## src/rtl/parity_frame_tx.sv

```systemverilog
// parity_frame_tx: serializes DATA_W-bit words LSB-first, one parity bit per frame.
// Even parity by default; define ODD_PARITY_EN for odd parity.
module parity_frame_tx #(
    parameter int DATA_W = 8,
    parameter int CNT_W  = 16
) (
    input  logic              clk,
    input  logic              reset,
    input  logic [DATA_W-1:0] din,
    input  logic              din_valid,
    output logic              din_ready,
    output logic              sout,
    output logic              sout_valid,
    output logic              frame_start,
    output logic              frame_end,
    output logic [CNT_W-1:0]  tx_count
);

    localparam int BC_W = (DATA_W > 1) ? $clog2(DATA_W) : 1;
    localparam logic [BC_W-1:0] LAST_BIT = BC_W'(DATA_W - 1);

    typedef enum logic [1:0] {
        S_IDLE,
        S_DATA,
        S_PARITY
    } state_e;

    state_e            state_q, state_d;
    logic [DATA_W-1:0] shreg_q, shreg_d;
    logic [BC_W-1:0]   bit_cnt_q, bit_cnt_d;
    logic              par_q, par_d;
    logic [CNT_W-1:0]  tx_count_q, tx_count_d;

    logic              din_ready_q, din_ready_d;
    logic              sout_q, sout_d;
    logic              sout_valid_q, sout_valid_d;
    logic              frame_start_q, frame_start_d;
    logic              frame_end_q, frame_end_d;

    logic              accept;
    logic              parity_bit;

    assign accept = din_valid && din_ready_q;

    always_comb begin
        state_d    = state_q;
        shreg_d    = shreg_q;
        bit_cnt_d  = bit_cnt_q;
        par_d      = par_q;
        tx_count_d = tx_count_q;

        unique case (state_q)
            S_IDLE: begin
                if (accept) begin
                    state_d   = S_DATA;
                    shreg_d   = din;
                    bit_cnt_d = '0;
                    par_d     = 1'b0;
                end
            end
            S_DATA: begin
                par_d     = par_q ^ shreg_q[0];
                shreg_d   = shreg_q >> 1;
                bit_cnt_d = bit_cnt_q + BC_W'(1);
                if (bit_cnt_q == LAST_BIT) begin
                    state_d = S_PARITY;
                end
            end
            S_PARITY: begin
                tx_count_d = tx_count_q + CNT_W'(1);
                if (accept) begin
                    state_d   = S_DATA;
                    shreg_d   = din;
                    bit_cnt_d = '0;
                    par_d     = 1'b0;
                end else begin
                    state_d = S_IDLE;
                end
            end
            default: begin
                state_d = S_IDLE;
            end
        endcase
    end

`ifdef ODD_PARITY_EN
    assign parity_bit = ~par_d;
`else
    assign parity_bit = par_d;
`endif

    // Outputs are precomputed from next state so every port comes straight from a flop.
    always_comb begin
        din_ready_d   = (state_d == S_IDLE) || (state_d == S_PARITY);
        sout_valid_d  = (state_d != S_IDLE);
        frame_start_d = (state_d == S_DATA) && (bit_cnt_d == '0);
        frame_end_d   = (state_d == S_PARITY);
        sout_d        = 1'b0;
        if (state_d == S_DATA) begin
            sout_d = shreg_d[0];
        end else if (state_d == S_PARITY) begin
            sout_d = parity_bit;
        end
    end

    always_ff @(posedge clk) begin
        if (reset) begin
            state_q       <= S_IDLE;
            shreg_q       <= '0;
            bit_cnt_q     <= '0;
            par_q         <= 1'b0;
            tx_count_q    <= '0;
            din_ready_q   <= 1'b1;
            sout_q        <= 1'b0;
            sout_valid_q  <= 1'b0;
            frame_start_q <= 1'b0;
            frame_end_q   <= 1'b0;
        end else begin
            state_q       <= state_d;
            shreg_q       <= shreg_d;
            bit_cnt_q     <= bit_cnt_d;
            par_q         <= par_d;
            tx_count_q    <= tx_count_d;
            din_ready_q   <= din_ready_d;
            sout_q        <= sout_d;
            sout_valid_q  <= sout_valid_d;
            frame_start_q <= frame_start_d;
            frame_end_q   <= frame_end_d;
        end
    end

    assign din_ready   = din_ready_q;
    assign sout        = sout_q;
    assign sout_valid  = sout_valid_q;
    assign frame_start = frame_start_q;
    assign frame_end   = frame_end_q;
    assign tx_count    = tx_count_q;

endmodule
```

## config.mk

```make
export PLATFORM = sky130hd
export DESIGN_NAME = parity_frame_tx
export DESIGN_NICKNAME = d
export VERILOG_FILES = /design/src/rtl/parity_frame_tx.sv
export SDC_FILE = /design/constraint.sdc
export NUM_CORES = 1
export LEC_CHECK = 0
export BUFFER_PORTS_ARGS = -buffer_cell sky130_fd_sc_hd__buf_2
export CORE_ASPECT_RATIO = 0.75
export CORE_MARGIN = 5
export CORE_UTILIZATION = 30
export CTS_CLUSTER_DIAMETER = 40
export CTS_CLUSTER_SIZE = 20
export DETAILED_ROUTE_END_ITERATION = 10
export HOLD_SLACK_MARGIN = 0.05
export PLACE_DENSITY = 0.57
export SLEW_MARGIN = 30
export SYNTH_ARGS = -nofsm -noshare
export SYNTH_HDL_FRONTEND = slang
export SYNTH_SLANG_ARGS = --single-unit
```

## constraint.sdc

```tcl
create_clock -name clk -period 2.7 [get_ports clk]
set_clock_uncertainty 0.15 [all_clocks]
set_input_delay 0.27 -clock clk [delete_from_list [all_inputs] [get_ports clk]]
set_output_delay 0.27 -clock clk [all_outputs]
set_load 0.005 [all_outputs]
```

; ---- Word-level counts from Yosys, hierarchy flattened
; Index checks and enable logic that the tools add are counted.
[op_classes]
n_mux = 12
reduce_logical = 10
bitwise_logic = 1
addsub = 2
n_eq_ne = 6
[ops]
columns = cell, count
row1 = "adder 16 x 1 -> 16 bit, second input constant", 1
row2 = case mux 8 bit (2 select lines), 1
row3 = 2-to-1 mux 8 bit, 1
row4 = case mux 2 bit (3 select lines), 1
row5 = case mux 3 bit (2 select lines), 1
row6 = "== test 2 x 1 -> 1 bit, second input constant", 2
row7 = "== test 2 bit, second input constant", 2
row8 = zero test 2 bit, 2
row9 = 2-to-1 mux 1 bit, 4
row10 = 2-to-1 mux 2 bit, 2
row11 = nonzero test 2 bit, 2
row12 = "adder 3 x 1 -> 3 bit, second input constant", 1
row13 = "== test 3 bit, second input constant", 1
row14 = zero test 3 bit, 1
row15 = 2-to-1 mux 3 bit, 1
row16 = logical AND 1 bit, 2
row17 = "!= test 2 x 1 -> 1 bit, second input constant", 1
row18 = case mux 1 bit (2 select lines), 1
row19 = AND reduction 2 bit, 1
row20 = OR reduction 2 bit, 1
row21 = logical OR 1 bit, 1
row22 = XOR 1 bit, 1
[totals]
input_bits = 11
ff_bits = 35
word_cells = 42

; ---- Longest topological paths before layout
[depth]
depth_word = 6
ltp_mapped = 6
ltp_nobuf = 6

; ---- Least setup slack after synthesis
; OpenSTA, ideal clock, no wires.
[synth_path]
path_kind = reg2reg
startpoint = register tx_count_q[0], in the netlist tx_count[0]
endpoint = register tx_count_q[14], in the netlist tx_count[14]
arrival_time_ns = 1.417
setup_time_ns = 0.070
path_slack_ns = 1.063
path_stages_with_launch = 6
synth_period_minus_slack_ns = 1.637
n_path_buf = 0
path_cell_list = dfxtp_1 ha_1 and4b_2 nand4_2 or3_1 a21oi_1
[synth_between]
elab_chain_cells = 1
[synth_lines]
columns = item, line_no
row1 = start: declaration, 32  ; logic [CNT_W-1:0] tx_count_q, tx_count_d;
row2 = start signal: assignment, 123  ; tx_count_q <= tx_count_d;
row3 = adder 16 x 1 -> 16 bit, 70  ; tx_count_d = tx_count_q + CNT_W'(1);
; Every way passes these cells.
; A chain may end at the register's enable or synchronous reset.

; ---- Final worst setup path
; Same ends and word-level chain as after synthesis.

==> results summary <==
The critical path contains buffers and inverters numbering 0 combined. The remaining routing DRC violations is 0. The register bit total from synthesis came out at 35. The number of buffers added to fix hold violations after cts is 0.

The HPWL after detailed placement is 2.195 mm. The largest single stage delay on the critical path is approximately 0.47 ns. The highest achievable clock rate came out at ~550 MHz. Of the total power, the share spent switching nets is a little under a quarter.

The share of the clock period used by the worst path came out at around two thirds. The row count is 21. At the worst endpoint, the required time is roughly 2.8 ns. The largest fanout of any net on the critical path is 7.

The finished cells cover approximately 1700 µm². The worst setup timing slack at the placement stage is 0.9103 ns. The placeable core region is 4572 µm². The post-synthesis instance area is 1453 µm².

The overall die width is around 90 µm. By area the synthesized netlist is led by sky130_fd_sc_hd__dfxtp_1, sky130_fd_sc_hd__xor2_1, sky130_fd_sc_hd__nor2_1. The flow ran to the end, and the final reports show no timing, DRC or antenna violations. Clock tree synthesis found a total of 35 sinks. The vias after detailed routing is 1200.

The cell family contributing the most delay on the critical path is simple AND/OR/NAND/NOR gates. The via-per-instance ratio is 4.819. The H-tree was split into 2 levels. The largest area contributor in the netlist is sky130_fd_sc_hd__dfxtp_1.

The synthesized netlist cell count came out at 160. In this run the cell area measured after placement is approximately 1600 µm². The pin count of the biggest net entering global routing came out at 35. The congestion estimate from routability-driven global placement came to ~0.76.

The sequential area share after synthesis is 48.23%. The worst setup path is launched from a flip-flop. The max-slew violation count came out at 0. The total nets after synthesis came out at 174. The analysis attributes to cell leakage a power of between 0.7 and 0.8 nW. The total overflow left after global routing is 0.

The critical path is of the reg -> reg type. The total routing resource utilization after global routing is a little over a tenth. Max-cap violations in this run came to 0. The area added between synthesis and finish came out at 19.98%. Data on the critical path arrives at its endpoint at roughly 1.9 ns.

The power density of the placed cells is 599.7 nW/µm². The transition at the pin with the smallest max-transition slack came out at around 0.63 ns. Of the total power, registers draw ~53%.

The post-synthesis cell type count is 35. The Yosys step of the flow raised 0 warnings. After clock tree synthesis, the repair step resized 0 gates. The first-pass GRT wire length came out at ~5.5 mm. The maximum VDD drop came out at around 0.22 mV. The final critical delay including setup and external delays came out at roughly 1.8 ns.

The worst pin sits at a relative slew slack of a little under 60%. The number of buffers inserted during clock tree synthesis came out at 5. The combinational group share of total power came out at 8.0%. The classification of the worst-slack hold path is in -> reg. The storage element area is 700.7 µm². The final antenna diode count is 0. Of the total power, the clock network draws just under 40%. Measured along the y axis, the die boundary spans around 70 µm.

The clock slew at the register clock pins of the worst setup and hold paths came out at around 0.07 ns. The share of the synthesized area in the top cell type came out at roughly half. STA classifies the critical path endpoint as a flip-flop.

The root buffer cell is sky130_fd_sc_hd__clkbuf_8. The via count of the first global-routing pass came out at 1118. Setup repair after global routing left no endpoint under its margin. The signal on the critical path passes through ha_1 -> and4b_2 -> nand4_2 -> or3_1 -> a21oi_1. The number of top-level pins came out at 32.

The number of endpoints with negative hold slack in the final report came out at 0. The internal reg-to-reg setup slack came out at approximately 0.87 ns. The mean cell area of the mapped netlist came out at about 9.1 µm².

The final setup slack of the worst path came out at approximately 0.87 ns. The count of input and output buffers came out at 31. For this block, the initial DRC count from the detailed router was 57. The die covers roughly 6300 µm². The multi-input logic area is about 700 µm². After the last flow step, the layout net total stands at between 200 and 250. The number of fill cells in the layout came out at 506. The share of layout cells above drive strength 1 came out at ~22%. The internal power contribution came out at approximately 0.00080 W. Setup violations remaining at the end of the flow were counted as 0. For this configuration, the core starts out at a cell density of around a third. The initial antenna violation count is 0.

The maximum root-to-sink buffer count came out at 2. The TritonCTS clock tree is built. The post-detailed-route wirelength per cell is approximately 13 µm.

The first-pass detailed-route iteration total came out at 4. The utilization after layout came out at 38.12%. The later pin in the worst-skew pair is clocked with a latency of 0.28 ns. The cell with the biggest individual delay on the critical path is sky130_fd_sc_hd__dfxtp_1. Once the clock tree was built, the setup fixing pass inserted 0 buffers. The setup TNS is 0 ns. The count of antenna-violating nets left after detailed routing is 0. The final wirelength came out at about 3.2 mm. The net switching power is roughly 0.00024 W.
## cell usage after synthesis, drive strengths merged
cell    count
and4        2
a21oi      15
dfxtp      35
nor2       22
clkbuf      4
and3        1
a221oi      1
buf         4
o41ai       1
nand2      12
nand3       6
a211oi      2
and3b       1
and4b       3
inv         3
nor3b       1
xnor2       1
and2        1
nor2b       2
a21o        1
mux2i       1
ha          3
nor3        2
nand4       7
nand2b      2
o21ai       4
xor2       11
nand3b      2
or3         3
a22oi       7
## power groups by stage
| stage | combinational [W] | sequential (W) | clock [W] |
|---|---|---|---|
| after floorplan | 0.0000623 | 0.000556 | 0 |
| after global placement | 0.0000837 | 0.000560 | 0 |
| after detailed placement | 0.0000837 | 0.000560 | 0 |
| after CTS | 0.0000839 | 0.000548 | 0.000429 |
| after global routing | 0.0000964 | 0.000551 | 0.000451 |
| final | 0.0000833 | 0.000548 | 0.000414 |
## logic make-up after synthesis
family	synth area share [%]
AND/OR/NAND/NOR	24.55
adder cells (fa/ha/maj)	2.584
multiplexers	0.6891
XOR/XNOR	7.235
flip-flops	48.23
AO/OA/AOI/OAI	12.92
buffers and inverters	3.790
## state kept, by name (all words and copies together) (netlist names)
register and count:
bit_cnt_q 3, din_ready 1, frame_end 1, frame_start 1, par_q 1, shreg_q 8, sout 1, sout_valid 1
state_q 2, tx_count 16
## cell usage in the layout, fill, tap and decap left out
cell type	synthesis	final
sky130_fd_sc_hd__a211oi_1	2	2
sky130_fd_sc_hd__a21o_1	1	1
sky130_fd_sc_hd__a21oi_1	15	15
sky130_fd_sc_hd__a221oi_1	1	1
sky130_fd_sc_hd__a22oi_1	7	7
sky130_fd_sc_hd__and2_1	1	1
sky130_fd_sc_hd__and3_1	1	1
sky130_fd_sc_hd__and3b_1	1	1
sky130_fd_sc_hd__and4_1	2	2
sky130_fd_sc_hd__and4b_1	2	2
sky130_fd_sc_hd__and4b_2	1	1
sky130_fd_sc_hd__buf_2	2	31
sky130_fd_sc_hd__buf_4	1	1
sky130_fd_sc_hd__clkbuf_1	4	1
sky130_fd_sc_hd__clkbuf_8	0	7
sky130_fd_sc_hd__dfxtp_1	35	35
sky130_fd_sc_hd__ha_1	3	3
sky130_fd_sc_hd__inv_1	3	3
sky130_fd_sc_hd__mux2i_1	1	1
sky130_fd_sc_hd__nand2_1	12	12
sky130_fd_sc_hd__nand2b_1	2	2
sky130_fd_sc_hd__nand3_1	6	6
sky130_fd_sc_hd__nand3b_1	2	2
sky130_fd_sc_hd__nand4_1	6	6
sky130_fd_sc_hd__nand4_2	1	1
sky130_fd_sc_hd__nor2_1	21	21
sky130_fd_sc_hd__nor2_2	1	1
sky130_fd_sc_hd__nor2b_1	2	2
sky130_fd_sc_hd__nor3_1	2	2
sky130_fd_sc_hd__nor3b_1	1	1
sky130_fd_sc_hd__o21ai_0	4	4
sky130_fd_sc_hd__o41ai_1	1	1
sky130_fd_sc_hd__or3_1	3	3
sky130_fd_sc_hd__xnor2_1	1	1
sky130_fd_sc_hd__xor2_1	11	11
## worst reg2reg max path, stage by stage (launching register included)
cell and delay (ns):
sky130_fd_sc_hd__dfxtp_1 0.47, sky130_fd_sc_hd__ha_1 0.21, sky130_fd_sc_hd__and4b_2 0.31, sky130_fd_sc_hd__nand4_2 0.14
sky130_fd_sc_hd__or3_1 0.33, sky130_fd_sc_hd__a21oi_1 0.15
## worst paths after layout
kind | startpoint | endpoint | cells after the start
setup reg to reg | tx_count[0]$_SDFFE_PP0N_ | tx_count[14]$_SDFFE_PP0N_ | 5
setup / recovery | tx_count[0]$_SDFFE_PP0N_ | tx_count[14]$_SDFFE_PP0N_ | 5
hold reg to reg | shreg_q[5]$_SDFFE_PP0P_ | shreg_q[5]$_SDFFE_PP0P_ | 2
hold / removal | din[7] | shreg_q[7]$_SDFFE_PP0P_ | 3
## routing by layer
metal,share of wire [%],vias to the layer above,GRT usage [%]
met5,0,-,0
met4,1.9,0,5.455
met3,6.9,5,4.077
met2,37,29,13.88
met1,55,540,15.40
li1,-,626,-
## metrics by stage
stage | std cells | total power [W] | hold slack, ns
final | 249 | 0.001045 | 0.08354
after global routing | 249 | 0.001099 | 0.09754
after CTS | 249 | 0.001061 | 0.07447
after detailed placement | 241 | 0.0006432 | 0.3009
after global placement | 241 | 0.0006437 | 0.3006
after floorplan | 160 | 0.0006182 | 0.2560
## area by class of cell
| class | count | share of cell area [%] |
|---|---|---|
| multi-input cells | 114 | 39.99 |
| repair buffers | 32 | 9.332 |
| inverters | 3 | 0.6461 |
| flip-flops and latches | 35 | 40.20 |
| well taps | 57 | 4.092 |
| clock buffers | 8 | 5.743 |
No activity file was read; power rests on OpenSTA's default activity.
